## config.mk

```make
export PLATFORM = sky130hd
export DESIGN_NAME = instr_fetch_unit_flat
export DESIGN_NICKNAME = d
export VERILOG_FILES = /design/src/rtl/fetch_pkg.sv /design/src/rtl/instr_fetch_unit_if.sv /design/src/rtl/fetch_fifo.sv /design/src/rtl/instr_fetch_unit.sv /design/src/flat_wrapper.sv
export SDC_FILE = /design/constraint.sdc
export NUM_CORES = 1
export LEC_CHECK = 0
export CAP_MARGIN = 30
export CORE_MARGIN = 10
export CORE_UTILIZATION = 52
export CTS_CLUSTER_DIAMETER = 200
export DETAILED_ROUTE_END_ITERATION = 10
export GPL_ROUTABILITY_DRIVEN = 0
export HOLD_SLACK_MARGIN = 0.12
export PLACE_DENSITY = 0.76
export SYNTH_ARGS = -nofsm -noshare
export SYNTH_HDL_FRONTEND = slang
export SYNTH_HIERARCHICAL = 1
export SYNTH_SLANG_ARGS = --single-unit
```

## constraint.sdc

```tcl
create_clock -name clk -period 3.13 [get_ports clk]
set_input_delay 0.626 -clock clk [delete_from_list [all_inputs] [get_ports clk]]
set_output_delay 0.626 -clock clk [all_outputs]
set_load 0.05 [all_outputs]
```

## src/rtl/fetch_pkg.sv

```systemverilog
// Shared types and constants for the instruction fetch stage.
// A fetch entry pairs an instruction word with the address it came from.
package fetch_pkg;

  localparam int ADDR_W  = 11;
  localparam int INSTR_W = 14;

  typedef struct packed {
    logic [ADDR_W-1:0]  pc;
    logic [INSTR_W-1:0] instr;
  } fetch_entry_t;

  typedef enum logic {
    IDLE = 1'b0,
    RUN  = 1'b1
  } fetch_st_t;

  // Sequential program address; wraps naturally at 2^ADDR_W.
  function automatic logic [ADDR_W-1:0] pc_next(input logic [ADDR_W-1:0] pc);
    return pc + {{(ADDR_W-1){1'b0}}, 1'b1};
  endfunction

endpackage

```

## src/rtl/instr_fetch_unit_if.sv

```systemverilog
// ROM bus plus instruction delivery handshake of the fetch stage.
// The master side is the fetch unit; the slave side is the ROM/consumer.
interface instr_fetch_unit_if;
  import fetch_pkg::*;

  logic               rom_req;
  logic [ADDR_W-1:0]  rom_addr;
  logic [INSTR_W-1:0] rom_data;

  logic [INSTR_W-1:0] instr;
  logic [ADDR_W-1:0]  instr_pc;
  logic               instr_valid;
  logic               instr_ready;

  modport master (
    output rom_req,
    output rom_addr,
    input  rom_data,
    output instr,
    output instr_pc,
    output instr_valid,
    input  instr_ready
  );

  modport slave (
    input  rom_req,
    input  rom_addr,
    output rom_data,
    input  instr,
    input  instr_pc,
    input  instr_valid,
    output instr_ready
  );

endinterface

```

## src/rtl/fetch_fifo.sv

```systemverilog
// Small synchronous FIFO of fetch entries used as the prefetch buffer.
// Flush empties the buffer and wins over any push or pop in the same cycle.
module fetch_fifo
  import fetch_pkg::*;
#(
  parameter int DEPTH = 4
) (
  input  logic                       clk,
  input  logic                       reset,
  input  logic                       push,
  input  logic                       pop,
  input  logic                       flush,
  input  fetch_entry_t               push_data,
  output fetch_entry_t               head,
  output logic [$clog2(DEPTH):0]     count,
  output logic                       empty,
  output logic                       full
);

  localparam int PTR_W = $clog2(DEPTH);
  localparam int CNT_W = PTR_W + 1;
  localparam logic [PTR_W-1:0] PTR_ONE = 1;
  localparam logic [CNT_W-1:0] CNT_ONE = 1;
  localparam logic [CNT_W-1:0] CNT_MAX = CNT_W'(DEPTH);

  fetch_entry_t     mem [DEPTH];
  logic [PTR_W-1:0] wr_ptr;
  logic [PTR_W-1:0] rd_ptr;
  logic             do_push;
  logic             do_pop;

  // A push into a full buffer is only legal when the head leaves the same cycle.
  always_comb begin
    do_push = push && (!full || pop);
    do_pop  = pop && !empty;
  end

  always_ff @(posedge clk or negedge reset) begin
    if (!reset) begin
      wr_ptr <= '0;
      rd_ptr <= '0;
      count  <= '0;
      for (int i = 0; i < DEPTH; i++) begin
        mem[i] <= '0;
      end
    end else if (flush) begin
      wr_ptr <= '0;
      rd_ptr <= '0;
      count  <= '0;
    end else begin
      if (do_push) begin
        mem[wr_ptr] <= push_data;
        wr_ptr      <= wr_ptr + PTR_ONE;
      end
      if (do_pop) begin
        rd_ptr <= rd_ptr + PTR_ONE;
      end
      case ({do_push, do_pop})
        2'b10:   count <= count + CNT_ONE;
        2'b01:   count <= count - CNT_ONE;
        default: count <= count;
      endcase
    end
  end

  always_comb begin
    head  = mem[rd_ptr];
    empty = (count == '0);
    full  = (count == CNT_MAX);
  end

endmodule

```

## src/rtl/instr_fetch_unit.sv

```systemverilog
// Fetch stage: sequences the PC into the program ROM, tracks the single
// outstanding read and buffers returned words for the downstream controller.
module instr_fetch_unit
  import fetch_pkg::*;
#(
  parameter int DEPTH = 4
) (
  input  logic              clk,
  input  logic              reset,
  input  logic              fetch_en,
  input  logic              redirect,
  input  logic [ADDR_W-1:0] redirect_pc,
  output logic              busy,
  instr_fetch_unit_if.master bus
);

  localparam int CNT_W = $clog2(DEPTH) + 1;
  localparam logic [CNT_W:0] CREDIT_MAX = (CNT_W+1)'(DEPTH);

  fetch_st_t         st;
  logic [ADDR_W-1:0] pc_q;
  logic [ADDR_W-1:0] inflight_pc;
  logic              inflight_q;

  logic [CNT_W-1:0]  fifo_count;
  logic              fifo_empty;
  logic              fifo_full;
  fetch_entry_t      fifo_head;
  fetch_entry_t      push_entry;
  fetch_entry_t      shown_q;

  logic [CNT_W:0]    credit_used;
  logic              req;
  logic              push;
  logic              pop;
  logic              valid;

  // Buffered entries plus the outstanding read must leave room for its reply,
  // so a returning word always has a slot and is never dropped.
  always_comb begin
    credit_used = {1'b0, fifo_count} + {{CNT_W{1'b0}}, inflight_q};
    req         = (st == RUN) && fetch_en && !redirect && !fifo_full
                  && (credit_used < CREDIT_MAX);
    push        = inflight_q && !redirect;
    valid       = !fifo_empty && !redirect;
    pop         = valid && bus.instr_ready;
    push_entry  = '{pc: inflight_pc, instr: bus.rom_data};
  end

  always_ff @(posedge clk or negedge reset) begin
    if (!reset) begin
      st          <= IDLE;
      pc_q        <= '0;
      inflight_q  <= 1'b0;
      inflight_pc <= '0;
    end else if (redirect) begin
      st          <= fetch_en ? RUN : IDLE;
      pc_q        <= redirect_pc;
      inflight_q  <= 1'b0;
    end else begin
      case (st)
        IDLE:    if (fetch_en)  st <= RUN;
        RUN:     if (!fetch_en) st <= IDLE;
        default: st <= IDLE;
      endcase
      inflight_q <= req;
      if (req) begin
        pc_q        <= pc_next(pc_q);
        inflight_pc <= pc_q;
      end
    end
  end

  // Remembers the last head so the outputs hold steady once the buffer drains.
  always_ff @(posedge clk or negedge reset) begin
    if (!reset) begin
      shown_q <= '0;
    end else if (!fifo_empty) begin
      shown_q <= fifo_head;
    end
  end

  fetch_fifo #(
    .DEPTH     (DEPTH)
  ) u_fifo (
    .clk       (clk),
    .reset     (reset),
    .push      (push),
    .pop       (pop),
    .flush     (redirect),
    .push_data (push_entry),
    .head      (fifo_head),
    .count     (fifo_count),
    .empty     (fifo_empty),
    .full      (fifo_full)
  );

  always_comb begin
    bus.rom_req     = req;
    bus.rom_addr    = pc_q;
    bus.instr_valid = valid;
    bus.instr       = fifo_empty ? shown_q.instr : fifo_head.instr;
    bus.instr_pc    = fifo_empty ? shown_q.pc    : fifo_head.pc;
    busy            = !fifo_empty || inflight_q;
  end

endmodule

```

## src/flat_wrapper.sv

```systemverilog
// flat-port wrapper written by rule: the top's interface ports become plain ports
module instr_fetch_unit_flat import fetch_pkg::*;
#(
  parameter int DEPTH = 4
)
  (clk, reset, fetch_en, redirect, redirect_pc, busy, bus_rom_req, bus_rom_addr, bus_rom_data, bus_instr, bus_instr_pc, bus_instr_valid, bus_instr_ready);
  instr_fetch_unit_if bus_i ();
  input  logic clk;
  input  logic reset;
  input  logic fetch_en;
  input  logic redirect;
  input  logic [ADDR_W-1:0] redirect_pc;
  output logic busy;
  output wire logic [$bits(bus_i.rom_req)-1:0] bus_rom_req;
  output wire logic [$bits(bus_i.rom_addr)-1:0] bus_rom_addr;
  input wire logic [$bits(bus_i.rom_data)-1:0] bus_rom_data;
  output wire logic [$bits(bus_i.instr)-1:0] bus_instr;
  output wire logic [$bits(bus_i.instr_pc)-1:0] bus_instr_pc;
  output wire logic [$bits(bus_i.instr_valid)-1:0] bus_instr_valid;
  input wire logic [$bits(bus_i.instr_ready)-1:0] bus_instr_ready;
  assign bus_rom_req = bus_i.rom_req;
  assign bus_rom_addr = bus_i.rom_addr;
  assign bus_i.rom_data = bus_rom_data;
  assign bus_instr = bus_i.instr;
  assign bus_instr_pc = bus_i.instr_pc;
  assign bus_instr_valid = bus_i.instr_valid;
  assign bus_i.instr_ready = bus_instr_ready;
  instr_fetch_unit #(.DEPTH(DEPTH)) u_core (.clk(clk), .reset(reset), .fetch_en(fetch_en), .redirect(redirect), .redirect_pc(redirect_pc), .busy(busy), .bus(bus_i));
endmodule
```

Word level (Yosys, flattened, before mapping)
Index checks and enable logic that the tools add are counted.
{"block": "classes", "n_addsub": 6, "mul": 0, "n_div": 0, "magnitude_cmp": 4, "eq_ne": 3, "shift": 0, "n_mux": 18, "bitwise_logic": 3, "reduce_logical": 22}
{"cell": "bitwise mux 100 bit", "count": 1}
{"cell": "two-way mux 25 bit", "count": 3}
{"cell": "binary-select mux 25 bit (select 2 bit)", "count": 1}
{"cell": "demux 25 bit (select 2 bit)", "count": 1}
{"cell": "two-way mux 11 bit", "count": 3}
{"cell": "two-way mux 14 bit", "count": 1}
{"cell": "adder 11 x 1 -> 11 bit (second input constant)", "count": 1}
{"cell": "logical AND 1 bit", "count": 10}
{"cell": "two-way mux 2 bit", "count": 4}
{"cell": ">= comparator 3 bit (second input constant)", "count": 2}
{"cell": "NOT 2 -> 3 bit", "count": 2}
{"cell": "one-hot mux 3 bit (2 select lines)", "count": 1}
{"cell": "nonzero test 2 bit", "count": 3}
{"cell": "adder 2 x 1 -> 2 bit (second input constant)", "count": 2}
{"cell": "adder 3 x 1 -> 4 bit", "count": 1}
{"cell": "less-than comparator 4 x 3 -> 1 bit (second input constant)", "count": 1}
{"cell": "AND reduction 2 bit", "count": 2}
{"cell": "adder 3 x 1 -> 3 bit (second input constant)", "count": 1}
{"cell": "equality test 3 bit (second input constant)", "count": 1}
{"cell": "zero test 1 bit", "count": 3}
{"cell": "zero test 3 bit", "count": 1}
{"cell": "less-than comparator 3 x 1 -> 1 bit (second input constant)", "count": 1}
{"cell": "two-way mux 3 bit", "count": 1}
{"cell": "nonzero test 3 bit", "count": 1}
{"cell": "6 further kinds", "count": 8}
{"block": "word_totals", "reg_bits": 156, "latch_bits": 0, "mem_bits_rw": 0, "romBits": 0, "input_bits": 30, "output_inout_bits": 39, "word_cells": 73, "n_memories": 0}

Logic depth before layout (Yosys ltp)
Gate-level depths: netlist (run 1).
{"block": "logic_depth", "word_depth": 9, "mapped_depth": 13, "mapped_depth_nobuf": 9}

Hierarchy
Netlist (run 1), hierarchy kept.
{"module": "fetch_fifo", "n_inst": 1, "cells_each": 305, "area_per_inst_um2": 5228.8, "seq_area_each_um2": 2677.6}
{"module": "instr_fetch_unit", "n_inst": 1, "cells_each": 158, "area_per_inst_um2": 2099.5, "seq_area_each_um2": 1226.2}

Worst setup path before layout (run 1)
Ideal clock, no wire load.
{"block": "synth_timing", "path_kind": "reg2reg", "startpoint": "reg u_core.u_fifo.count[0]", "endpoint": "reg u_core.u_fifo.count[2]", "setup_ns": 0.135, "arrival_time_ns": 3.305, "required_time_ns": 2.995, "path_slack_ns": -0.310, "path_stages_with_launch": 14, "path_buffers": 4, "period_less_slack_ns": 3.440, "path_cell_list": "dfrtp_1 buf_4 nor3_1 clkbuf_1 buf_2 nor2_1 and2_1 clkbuf_1 o31ai_1 nor2_1 fa_1 or3b_2 a32oi_1 a31oi_1"}
{"block": "synth_via", "elab_chain_cells": 9, "word_cells_on_any_way": 16, "cone_classes": "2 x add/sub; 3 x eq/ne; 2 x mux; 9 x reduce/logical"}
{"element": "from (decl)", "line": "fetch_fifo.sv:15", "source": "output logic [$clog2(DEPTH):0] count,"}
{"element": "from (signal assigned)", "line": "fetch_fifo.sv:59", "source": "2'b10: count <= count + CNT_ONE;"}
{"element": "from (signal assigned)", "line": "fetch_fifo.sv:60", "source": "2'b01: count <= count - CNT_ONE;"}
{"element": "from (signal assigned)", "line": "fetch_fifo.sv:61", "source": "default: count <= count;"}
{"element": "zero test 3 bit *", "line": "fetch_fifo.sv:68", "source": "empty = (count == '0);"}
{"element": "named net u_core.fifo_empty", "line": "instr_fetch_unit.sv:26", "source": "logic fifo_empty;"}
{"element": "zero test 1 bit *", "line": "instr_fetch_unit.sv:45", "source": "valid = !fifo_empty && !redirect;"}
{"element": "logical AND 1 bit *", "line": "instr_fetch_unit.sv:45"}
{"element": "named net bus_instr_valid", "line": "flat_wrapper.sv:19", "source": "output wire logic [$bits(bus_i.instr_valid)-1:0] bus_instr_valid;"}
{"element": "logical AND 1 bit *", "line": "instr_fetch_unit.sv:46", "source": "pop = valid && bus.instr_ready;"}
{"element": "named net u_core.pop", "line": "instr_fetch_unit.sv:35", "source": "logic pop;"}
{"element": "logical OR 1 bit", "line": "fetch_fifo.sv:34", "source": "do_push = push && (!full || pop);"}
{"element": "logical AND 1 bit", "line": "fetch_fifo.sv:34"}
{"element": "equality test 2 x 1 -> 1 bit / equality test 2 bit (equally long branches)", "line": "fetch_fifo.sv:58", "source": "case ({do_push, do_pop})"}
{"element": "one-hot mux 3 bit (2 select lines)", "line": "fetch_fifo.sv:58"}
{"element": "two-way mux 3 bit", "line": "fetch_fifo.sv:46", "source": "end else if (flush) begin"}
Mark *: on every way through the listed nets, which the timed path passes. The rest lies on a longest branch.
A chain may end at the register's enable or synchronous reset.

Worst setup path in the final report (run 1)
{"block": "layout_timing", "startpoint": "reg u_core.u_fifo.count[1]", "endpoint": "out busy"}
{"block": "layout_via", "elab_chain_cells": 3}
{"element": "zero test 3 bit", "line": "fetch_fifo.sv:68"}
{"element": "named net u_core.fifo_empty", "line": "instr_fetch_unit.sv:26"}
{"element": "zero test 1 bit", "line": "instr_fetch_unit.sv:104", "source": "busy = !fifo_empty || inflight_q;"}
{"element": "logical OR 1 bit", "line": "instr_fetch_unit.sv:104"}
{"element": "to (decl)", "line": "flat_wrapper.sv:13", "source": "output logic busy;"}
The timed path passes the listed nets, and every way through them passes these cells.

==> out/qor.csv, run 1 <==
metric;value;unit
status;complete, no violations;
Setup Total Neg Slack;0;ns
Post-synth EDFFs;0;
synth top area cells;dfrtp_1, mux2_4, mux2_2, mux4_2, buf_6;
RSZ-0062 raised after global routing;false;
post-cts resize count;0;
TritonRoute pass-1 iters;4;
# DRC;0;
Final period util;92.4;%
minimum clock period after layout;2.89;ns
Reg power frac;44.4;%
most common flop cell mapped by yosys;dfrtp_1;
flop-to-flop setup slack;0.50;ns
fmax;346;MHz
CTS max path bufs;2;
P_sw;1.27;mW
Antenna Nets Post-Route;0;
DR vias;4167;
Starting Density;53.0;%
Worst IR Drop VDD;351;uV
crit path DAT;2.27;ns
Critical R2R Capture;u_core/u_fifo/count[2]$_DFFE_PN0P_;
CTS tree;done;
Root Driver;clkbuf_16;
top cell type by total area after synthesis;dfrtp_1;
Placement Rows;43;
WP depth;4;
GRT Total Usage;16.0;%
Synth cell types;53;
P_int;4.05;mW
area of the multi-input gates;3260;um^2
Placed Instances;703;
Routed WL;15100;um
Critical R2R Launch;u_core/u_fifo/count[1]$_DFFE_PN0P_;
critical path's largest stage delay;0.72;ns
Worst R2R Path Depth;9;
Hold Buf Count CTS;0;
PwrDens;597;nW/um^2
Die Area;19200;um^2
Worst Hold Class;primary input to asynchronous set/reset pin;
Port Buffer Count;68;
drt first-iter violations;250;
Max transition margin;53.0;%
Crit path max-delay family;buffers and inverters;
critical path launch point type;flip-flop;
Yosys warnings;6;
Cell Area, Synth;7330;um^2
Final Max Tran Viols;0;
wire length on met1;6630;um
post-DR wirelength/cell;20.6;um
initial antenna violation count;0;
ys async rst share;100;%
gr ovfl total;0;
peak fanout along the critical path;26;
clock share of power;42.0;%
crit path launch;u_core/u_fifo/count[1]$_DFFE_PN0P_;
Max Cap Viol;0;
CP Class;flip-flop to primary output;
largest net degree at the start of global routing;78;
DR vias/cell;5.68;
n_diodes;0;
Layout area overhead;21.4;%
CTS Buf Count;17;
HPWL Detailed;9960;um
share of cells above drive strength 1;45.5;%
CP Capture Type;primary output;
fin cells;734;
Die W;139;um
Die Ht;139;um
critical path buffer and inverter count;2;
Final Hold Vio Count;0;
power consumption;5.32;mW
storage element area;3910;um^2
vias in the first global route;4570;
DR top layer;met4;
clk sink count;156;
Gate power share;13.6;%
area share of the largest cell type after synthesis;53.3;%
Leakage;4.07;nW
cell count after synthesis;463;
syn_nets;499;
final-layout fill cell count;933;
utilization after layout;64.4;%
H-Tree Level Count;4;
sw frac;23.9;%
first-pass GRT wire length;25000;um
Setup Buffers After CTS;0;
I/O Pins;69;
Seq cells post-synth;156;
CP required;2.50;ns
Worst-Margin Slew;0.705;ns
metal2 WL;7800;um
Reg clk slew, reported paths;0.06;ns
post-layout net count;578;
slowest CP cell;clkdlybuf4s50_1;
final setup vio count;0;
Seq/Total Area, Yosys;53.3;%
met3 routed WL;455;um
Clock Skews;0.00929;ns
crit-path cells;nor3_2 > buf_4 > nand2b_1 > clkdlybuf4s50_1;
Skew-Pair Late Insertion Delay;0.42;ns
Synth Area per Inst;15.8;um^2
core region area;13800;um^2
-- sequential cells by signal (all words and copies together) (netlist names), 2 cells and up --
register              count
u_core/shown_q           25
u_core/bus.rom_addr      11
u_core/u_fifo/wr_ptr      2
u_core/inflight_pc       11
u_core/u_fifo/rd_ptr      2
u_core/u_fifo/count       3
u_core/u_fifo/mem       100
-- Yosys cell counts, types with 2 or more instances --
cell	instances
dfrtp_1	156
mux2_4	80
mux2_2	52
mux4_2	25
nor2_1	11
nand3_1	10
buf_6	9
o21ai_0	9
clkbuf_1	8
nand2_1	8
xor2_1	8
buf_2	6
buf_4	6
inv_1	6
mux2_1	6
ha_1	5
nor2b_1	4
nor4bb_1	4
a31oi_1	3
nand2b_1	3
nand4_1	3
nor3_1	3
and2_1	2
and3_1	2
mux2i_1	2
o2111ai_1	2
or3_1	2
or4_1	2
xnor2_1	2
-- cell usage in the layout (no fill, tap or decap), types with 6 or more instances in the layout --
cell type / synthesis / layout
xor2_1: 8 / 8
mux2_1: 6 / 6
mux2_4: 80 / 80
nand3_1: 10 / 10
dfrtp_1: 156 / 155
buf_4: 6 / 44
nand2_1: 8 / 8
clkdlybuf4s50_1: 0 / 40
inv_1: 6 / 6
o21ai_0: 9 / 9
mux4_2: 25 / 25
clkbuf_8: 0 / 6
clkbuf_16: 0 / 17
nor2_1: 11 / 10
mux2_2: 52 / 52
-- cell families (layout without fill, tap and decap cells) --
logic type / Yosys count / count (layout) / share of synthesized area (%)
multiplexers: 165 / 165 / 33.3
flip-flops: 156 / 156 / 53.3
AND/OR/NAND/NOR: 66 / 66 / 5.86
buffers and inverters: 36 / 127 / 3.18
AO/OA/AOI/OAI: 24 / 24 / 2.12
XOR/XNOR: 10 / 10 / 1.20
adder cells (fa/ha/maj): 6 / 6 / 1.13
-- worst max-delay path by stage --
stage	endpoint	slack [ns]
5_1_grt	busy	0.10
4_1_cts	busy	0.19
3_3_place_gp	u_core/u_fifo/count[2]$_DFFE_PN0P_	0.15
3_5_place_dp	u_core/u_fifo/count[2]$_DFFE_PN0P_	0.04
6_report	busy	0.24
2_1_floorplan	u_core/u_fifo/count[2]$_DFFE_PN0P_	0.02
-- routing by layer --
layer  global-route usage [%]  vias to the layer above
met5                        0                        -
met4                     6.70                        0
li1                         -                     1853
met1                     20.0                     2194
met2                     26.5                       98
met3                     3.39                       22
-- power by group through the flow --
stage / logic [mW] / clock network [mW] / registers [mW]
4_1_cts: 0.737 / 2.27 / 2.36
6_report: 0.724 / 2.23 / 2.36
3_3_place_gp: 0.716 / 0 / 2.37
3_5_place_dp: 0.736 / 0 / 2.39
2_1_floorplan: 0.455 / 0 / 2.38
5_1_grt: 0.773 / 2.37 / 2.38
-- metrics by stage --
stage                     area [um^2]  setup slack (ns)  hold slack [ns]
after global routing             8900             0.102            0.282
after CTS                        8900             0.191            0.249
after global placement           8250             0.154            0.479
final                            8900             0.238            0.221
after detailed placement         8250            0.0373            0.482
after floorplan                  7340            0.0225            0.330
-- area by class of cell --
type	instances	share of cell area (%)
inverters	6	0.253
repair buffers	90	9.46
well taps	180	2.53
clock inverters	6	1.46
multi-input cells	271	36.6
clock buffers	25	5.79
flip-flops and latches	156	43.9
No activity file was read; power rests on OpenSTA's default activity.
==> run 2: changes to the inputs <==
Settings changed: CAP_MARGIN 30 to not set, CORE_MARGIN 10 to 2.
==> run 2 against run 1 <==
  * Non-clock buffer count down 1
  * Global-route usage up 5.8 points
  * Design area down 0.90%
  * Total power down 6.1%
  * Register-to-register slack worse by 0.11 ns
  * Clock power down 14%
  * Largest power group unchanged
==> out/qor.csv, run 2 (synthesis gave the netlist of run 1 again) <==
metric;value;unit;change
status;complete, no violations;;
Placed Instances;701;;-0.28%
Final Max Tran Viols;0;;unchanged
core region area;13800;um^2;unchanged
# DRC;0;;unchanged
I/O Pins;69;;unchanged
CP Capture Type;primary output;;
TritonRoute pass-1 iters;6;;+2
start point of the worst hold path;u_core/shown_q[24]$_DFFE_PN0N_;;
Skew-Pair Late Insertion Delay;0.42;ns;about the same
initial antenna violation count;0;;unchanged
drt first-iter violations;251;;+0.40%
DR vias;4108;;-1.4%
most flop-heavy register;u_core/u_fifo/mem;;
gr ovfl total;0;;unchanged
slowest CP cell;clkdlybuf4s50_1;;
Antenna Nets Post-Route;0;;unchanged
post-layout net count;577;;-0.17%
Root Driver;clkbuf_16;;
CP required;2.50;ns;about the same
final setup vio count;0;;unchanged
crit-path cells;nor3_2 > buf_6 > nand2b_1 > clkdlybuf4s50_1;;
first-pass GRT wire length;24600;um;-2.0%
Final Hold Vio Count;0;;unchanged
HPWL Detailed;9470;um;-4.9%
Port Buffer Count;68;;unchanged
minimum clock period after layout;2.96;ns;+0.0641 ns
Worst-Margin Slew;0.663;ns;-0.0420 ns
fin cells;734;;unchanged
CTS max path bufs;2;;unchanged
critical path's largest stage delay;0.71;ns;about the same
share of cells above drive strength 1;45.5;%;unchanged
CP Class;flip-flop to primary output;;
CTS Buf Count;17;;unchanged
largest net degree at the start of global routing;60;;-23%
DP Area;8250;um^2;about the same
n_diodes;0;;unchanged
Max transition margin;55.6;%;+2.6 points
fmax;338;MHz;-2.2%
RSZ-0062 raised after global routing;false;;
Setup Total Neg Slack;0;ns;unchanged
Leakage;4.02;nW;-1.1%
Die W;123;um;-12%
Worst IR Drop VDD;269;uV;-23%
Die Area;15100;um^2;-22%
Max Cap Viol;0;;unchanged
GRT Total Usage;21.8;%;+5.8 points
Die Ht;123;um;-12%
peak fanout along the critical path;26;;unchanged
post-route cell area;8820;um^2;-0.90%
clk sink count;156;;unchanged
Layout area overhead;20.4;%;
Starting Density;53.0;%;unchanged
Routed WL;14700;um;-2.9%
Critical R2R Launch;u_core/u_fifo/count[2]$_DFFE_PN0P_;;
Worst Hold Class;flip-flop to flip-flop;;
CTS tree;done;;
H-Tree Level Count;4;;unchanged
biggest regs;u_core/u_fifo/mem: 100 flops, u_core/shown_q: 25 flops;;
Crit path max-delay family;buffers and inverters;;
crit path launch;u_core/u_fifo/count[2]$_DFFE_PN0P_;;
vias in the first global route;4604;;+0.74%
Clock Skews;0.00870;ns;-0.000586 ns
Setup Buffers After CTS;0;;unchanged
crit path DAT;2.33;ns;+0.06 ns
Placement Rows;43;;unchanged
Final period util;94.4;%;+2.0 points
critical path buffer and inverter count;2;;unchanged
PwrDens;566;nW/um^2;-5.3%
critical path launch point type;flip-flop;;
post-DR wirelength/cell;20.0;um;-2.9%
number of flip-flops in the largest register;100;;unchanged
commonest non-fill, non-tap cell in the layout;dfrtp_1;;
Hold WS;0.499;ns;+0.278 ns
DR vias/cell;5.60;;-1.4%
Reg clk slew, reported paths;0.06;ns;about the same
commonest cells after routing, fill and taps aside;dfrtp_1, mux2_4, mux2_2, clkdlybuf4s50_1, buf_4;;
-- run 2: cell types whose count changed in the layout (fill, tap and decap cells not counted), sizes merged --
cell         change
clkinv           +7
bufinv           -3
clkinvlp         +2
buf              -2
dlygate4sd3      +1
clkbuf           -5
-- run 2: path summary, 6_finish.rpt --
check,endpoint,depth (start not counted),slack [ns]
max in group asynchronous,u_core/u_fifo/mem[95]$_DFFE_PN0P_,3,1.71
setup / recovery,busy,4,0.17
setup reg to reg,u_core/u_fifo/count[2]$_DFFE_PN0P_,9,0.39
hold reg to reg,u_core/shown_q[24]$_DFFE_PN0N_,1,0.50
hold / removal,u_core/shown_q[24]$_DFFE_PN0N_,1,0.50
min in group asynchronous,u_core/bus.rom_addr[2]$_DFFE_PN0P_,2,0.67
-- run 2: per-stage QoR --
stage               setup slack [ns]  util (%)  power [mW]
finish                         0.174      63.8        4.99
global route                  0.0464      63.8        5.20
detailed placement            0.0625      59.7        3.11
CTS                           0.0322      63.8        5.04
floorplan                     0.0225         -        2.83
global placement               0.223      59.7        3.08
-- run 2: power breakdown --
part	internal (mW)	switching [mW]	total (mW)
clock	1.13	0.790	1.92
combinational	0.388	0.332	0.720
sequential	2.20	0.153	2.35
-- run 2: layer usage --
metal	global-route usage [%]	share of wire (%)	wire, um
met1	29.2	45	6580
met2	35.8	52	7580
met3	4.69	2.2	330
met4	6.68	1.2	179
met5	0	0	0
-- run 2: cell type report --
type,count,area (um^2)
fill,978,5010
multi-input combinational,271,3260
sequential,156,3910
clock inverter,12,97.6
timing repair buffer,89,853
inverter,6,22.5
clock buffer,20,457
tap,180,225
-- run 2: worst reg2reg max path, cell delays in order, from the launching register on --
cell and delay [ns]:
dfrtp_1 0.52, nor3_2 0.25, nor2_2 0.10, and2_1 0.23, o31ai_1 0.13, nor2_1 0.11, fa_1 0.45, or3b_2 0.48
a32oi_1 0.21, a31oi_1 0.12
-- run 2: what timing repair did --
item | 4_1_cts | 5_1_grt
endpoints found under the setup margin | 0 | 1
hold buffers | 1 | 0
hold endpoints to repair | 32 | 0
gates resized for setup | 0 | 1
==> run 3: changes to the inputs <==
Settings changed: HOLD_SLACK_MARGIN 0.12 to not set.
==> run 3 against run 2 <==
  * Worst hold slack got worse by 0.41 ns
  * Non-clock buffer count decreased by 1
  * First-iteration DRC count decreased by 4.0%
  * Register-to-register slack improved by 0.02 ns
  * Critical endpoint unchanged
  * Largest power group unchanged
==> out/qor.csv, run 3 (synthesis gave the netlist of run 1 again) <==
metric;value;unit;change
status;complete, no violations;;
area of the multi-input gates;3260;um^2;unchanged
Leakage;4.02;nW;-0.10%
Routed WL;14600;um;-0.31%
storage element area;3910;um^2;unchanged
CTS tree;done;;
Die Ht;123;um;unchanged
share of cells above drive strength 1;45.6;%;+0.082 points
Worst IR Drop VDD;269;uV;about the same
CP Class;flip-flop to primary output;;
drt first-iter violations;241;;-4.0%
CTS Buf Count;17;;unchanged
post-layout net count;576;;-0.17%
biggest regs;u_core/u_fifo/mem: 100 flops, u_core/shown_q: 25 flops;;
Max transition margin;55.9;%;+0.33 points
Final period util;94.5;%;about the same
Layout area overhead;20.2;%;
Gate power share;14.4;%;about the same
gr ovfl total;0;;unchanged
Worst-Margin Slew;0.658;ns;-0.00497 ns
Reg power frac;47.2;%;about the same
Max Cap Viol;0;;unchanged
commonest non-fill, non-tap cell in the layout;dfrtp_1;;
Setup Buffers After CTS;0;;unchanged
most flop-heavy register;u_core/u_fifo/mem;;
minimum clock period after layout;2.96;ns;+0.000991 ns
crit path DAT;2.33;ns;about the same
DP Area;8250;um^2;unchanged
fmax;338;MHz;about the same
Final Hold Vio Count;0;;unchanged
clk sink count;156;;unchanged
GRT Total Usage;21.8;%;about the same
H-Tree Level Count;4;;unchanged
# DRC;0;;unchanged
post-route cell area;8810;um^2;-0.11%
commonest cells after routing, fill and taps aside;dfrtp_1, mux2_4, mux2_2, clkdlybuf4s50_1, buf_4;;
number of flip-flops in the largest register;100;;unchanged
fin worst setup slack;0.173;ns;-0.000991 ns
post-place setup slack;0.0625;ns;unchanged
vias in the first global route;4598;;-0.13%
Hold WS;0.0851;ns;-0.414 ns
Antenna Nets Post-Route;0;;unchanged
final setup vio count;0;;unchanged
P_sw;1.27;mW;-0.16%
I/O Pins;69;;unchanged
Skew-Pair Late Insertion Delay;0.42;ns;about the same
Port Buffer Count;68;;unchanged
Starting Density;53.0;%;unchanged
n_diodes;0;;unchanged
TritonRoute pass-1 iters;6;;unchanged
CTS max path bufs;2;;unchanged
post-cts resize count;0;;unchanged
Worst R2R Path Depth;9;;unchanged
Clock Skews;0.00880;ns;+0.0000955 ns
Critical R2R Capture;u_core/u_fifo/count[2]$_DFFE_PN0P_;;
CP Capture Type;primary output;;
DR vias/cell;5.61;;+0.26%
post-DR wirelength/cell;20.0;um;-0.18%
clock share of power;38.4;%;about the same
final-layout fill cell count;979;;+0.10%
Reg clk slew, reported paths;0.06;ns;about the same
Die Area;15100;um^2;unchanged
critical path launch point type;flip-flop;;
Worst Hold Class;primary input to asynchronous set/reset pin;;
first-pass GRT wire length;24500;um;about the same
largest net degree at the start of global routing;60;;unchanged
core region area;13800;um^2;unchanged
HPWL Detailed;9470;um;unchanged
Setup Total Neg Slack;0;ns;unchanged
Placement Rows;43;;unchanged
peak fanout along the critical path;26;;unchanged
DR vias;4113;;+0.12%
CP required;2.50;ns;about the same
Hold Buf Count CTS;0;;-1
PwrDens;566;nW/um^2;about the same
Final Max Tran Viols;0;;unchanged
flop-to-flop setup slack;0.41;ns;+0.02 ns
P_int;3.71;mW;about the same
Critical R2R Launch;u_core/u_fifo/count[2]$_DFFE_PN0P_;;
sw frac;25.5;%;-0.026 points
RSZ-0062 raised after global routing;false;;
Root Driver;clkbuf_16;;
initial antenna violation count;0;;unchanged
Die W;123;um;unchanged
run 3: worst max-delay path, cell delays in order (launching register included):
cell             delay, ns
dfrtp_1               0.52
nor3_2                0.25
buf_6                 0.32
nand2b_1              0.10
clkdlybuf4s50_1       0.71
run 3: power groups by stage:
stage	Combinational [mW]	Sequential, mW	Clock, mW
floorplan	0.455	2.38	0
finish	0.720	2.35	1.91
CTS	0.729	2.35	1.95
global placement	0.705	2.37	0
detailed placement	0.725	2.39	0
global route	0.770	2.38	2.05
run 3: stage by stage:
stage	cells	power [mW]	util (%)
floorplan	463	2.83	-
global route	733	5.20	63.7
CTS	733	5.04	63.7
detailed placement	701	3.11	59.7
finish	733	4.99	63.7
global placement	701	3.08	59.7
run 3: how the worst max path moves through the flow:
stage | start | endpoint | cells after the start
floorplan | u_core/u_fifo/count[0]$_DFFE_PN0P_ | u_core/u_fifo/count[2]$_DFFE_PN0P_ | 13
detailed placement | redirect | u_core/u_fifo/count[2]$_DFFE_PN0P_ | 9
global route | u_core/u_fifo/count[2]$_DFFE_PN0P_ | busy | 4
CTS | u_core/u_fifo/count[2]$_DFFE_PN0P_ | busy | 4
global placement | redirect | u_core/u_fifo/count[2]$_DFFE_PN0P_ | 9
finish | u_core/u_fifo/count[2]$_DFFE_PN0P_ | busy | 4
run 3: per-layer routing:
layer / track usage (%) / up-vias / part of all wire (%)
met3: 4.69 / 10 / 2.7
li1: - / 1850 / -
met2: 35.7 / 72 / 52
met5: 0 / - / 0
met4: 6.68 / 0 / 1.1
met1: 29.2 / 2181 / 44
run 3: cell type report:
type	instances	area share (%)
tap	180	2.56
clock inverter	12	1.11
sequential	156	44.3
timing repair buffer	88	9.57
clock buffer	20	5.18
multi-input combinational	271	37.0
inverter	6	0.256
==> variant, RTL diff (settings of run 2) <==
Make the reset (`reset`) synchronous in 3 clocked blocks.
--- a/src/rtl/fetch_fifo.sv
+++ b/src/rtl/fetch_fifo.sv
@@ -35,7 +35,7 @@
     do_pop  = pop && !empty;
   end
 
-  always_ff @(posedge clk or negedge reset) begin
+  always_ff @(posedge clk) begin
     if (!reset) begin
       wr_ptr <= '0;
       rd_ptr <= '0;
--- a/src/rtl/instr_fetch_unit.sv
+++ b/src/rtl/instr_fetch_unit.sv
@@ -47,7 +47,7 @@
     push_entry  = '{pc: inflight_pc, instr: bus.rom_data};
   end
 
-  always_ff @(posedge clk or negedge reset) begin
+  always_ff @(posedge clk) begin
     if (!reset) begin
       st          <= IDLE;
       pc_q        <= '0;
@@ -72,7 +72,7 @@
   end
 
   // Remembers the last head so the outputs hold steady once the buffer drains.
-  always_ff @(posedge clk or negedge reset) begin
+  always_ff @(posedge clk) begin
     if (!reset) begin
       shown_q <= '0;
     end else if (!fifo_empty) begin
Check against the original RTL: differs if reset is asserted again (counterexample within 4 cycles, from zero or initial values and one cycle with reset low); with reset held inactive, the same outputs for 4 cycles.
==> variant against run 2 <==
Worst setup slack improved by 0.21 ns; wire length fell by 4.0%; final cell count is 4.6% higher; highest routed layer unchanged; cell area down 0.20%; sequential cell count is 2 higher; synthesized area is 5.1% lower.
Power is not compared: it rests on default switching activity, and its combinational part moved more than twofold at a synthesized area within 25%.
==> variant: results (changes against run 2) <==
- Run status: completed
- Cells after DPL: 736 (+5.0%)
- Antenna diodes: 0 (unchanged)
- Wire length on met2: 7200 µm (-5.1%)
- CTS resizes: 0 (unchanged)
- Final Skew: 0.00759 ns (-0.00111 ns)
- Worst Path Max Fanout: 22 (-15%)
- Synthesis Warnings: 6 (unchanged)
- Routed wl met3: 599 µm (+82%)
- Largest net degree at the start of global routing: 32 (-47%)
- Synth Area in Compound Gates: 3.38% (+1.3 points)
- Maximum vdd drop: between 0.0003 and 0.0004 V
- Share of flip-flops with an asynchronous set or reset: 0% (-100 points)
- Worst skew pair latency: 0.42 ns (about the same)
- Vias per cell: 5.48 (-2.1%)
- TritonRoute pass-1 iters: 4 (-2)
- M1 WL: 6050 µm (-8.1%)
- Dominant synthesized flop cell: edfxtp_1
- DRT Wirelength: 14100 µm (-4.0%)
- Slew margin rel.: 65.7% (+10 points)
- Arr. time, crit path: 2.12 ns (-0.21 ns)
- Initial DRC count: 234 (-6.8%)
- Avg WL per Cell: 18.3 µm (-8.3%)
- Layout cell share with drive strength beyond 1: 24.7% (-21 points)
- Slowest-stage cell, CP: mux4_2
- Post-Synth XOR/XNOR Area: 0.881% (-0.31 points)
- Synth Area in Adders: 0.647% (-0.48 points)
- Syn_nets: 534 (+7.0%)
- Ranking of synthesized cells by area: edfxtp_1, dfxtp_1, and2_1, mux4_2, mux2_2
- Crit-path max cell delay: 0.56 ns (-0.15 ns)
- First-pass GRT wire length: 22800 µm (-7.1%)
- Mux cell area share after synthesis: 13.7% (-20 points)
- Met1 GRT Util: 26.2% (-2.9 points)
- GRT met2 Usage: 36.3% (+0.51 points)
- FILL cells: 946 (-3.3%)
- Delay-heaviest family, CP: multiplexers
- Via count of the first global-routing pass: 4458 (-3.2%)
- Total GRT Usage: 21.2% (-0.56 points)
- Final nets: 612 (+6.1%)
- Detailed placement HPWL: 8860 µm (-6.5%)
- Post-synth EDFFs: 100 (+100)
- Top post-synthesis cells by count: and2_1, edfxtp_1, dfxtp_1, mux2_2, mux4_2
- Met3 Track Usage GR: 5.09% (+0.39 points)
- Seq/Total Area, Yosys: 59.9% (+6.6 points)
- Distinct cell type count after synthesis: 49 (-7.5%)
- Cells after Synth: 501 (+8.2%)
- IO buf count: 68 (unchanged)
## variant: cell types whose count changed after synthesis, sizes merged, moves of 5 or more
cell / delta
a21oi: +8
mux2: -113
nor4: +5
dfrtp: -156
mux2i: +9
nor2: -7
nor2b: +10
edfxtp: +100
and2: +125
dfxtp: +58
o21ai: +6
## variant: cells by family after synthesis
| kind of cell | count (synthesis) |
|---|---|
| muxes | 61 |
| AOI/OAI and AO/OA | 39 |
| adders and majority gates | 3 |
| xor gates and xnor gates | 7 |
| and+or+nand+nor | 195 |
| buffers and inverters | 38 |
| DFF | 158 |
## variant: power by group through the flow
stage                     registers, µW  logic [µW]  clock network, µW
after floorplan                    2360        99.3                  0
after global placement             2340         242                  0
after detailed placement           2340         246                  0
after CTS                          2300         248               1960
after global routing               2300         262               2040
final                              2300         246               1930
## variant: stage by stage
stage               setup WS [ns]  area, µm²  hold slack [ns]  power (µW)
finish                      0.382       8800            0.492        4480
global route                0.286       8800            0.551        4610
CTS                         0.334       8800            0.496        4510
detailed placement         0.0865       8250            0.484        2590
global placement            0.143       8250            0.471        2580
floorplan                  0.0244       7050            0.459        2460
## variant: final cells by class
cell class,count,share of cell area (%)
sequential,158,47.4
multi-input combinational,305,30.4
clock buffer,25,5.63
tap,176,2.50
inverter,10,0.426
timing repair buffer,87,13.0
clock inverter,7,0.697
## variant: worst paths after layout
path | start | to | cells past startpoint | slack, ns
min reg2reg | u_core/u_fifo/rd_ptr[1] | u_core/u_fifo/rd_ptr[1] | 2 | 0.49
max reg2reg | u_core/u_fifo/count[2] | u_core/u_fifo/count[2] | 11 | 0.61
min | u_core/u_fifo/rd_ptr[1] | u_core/u_fifo/rd_ptr[1] | 2 | 0.49
max | register | bus_instr_pc[1] | 4 | 0.38
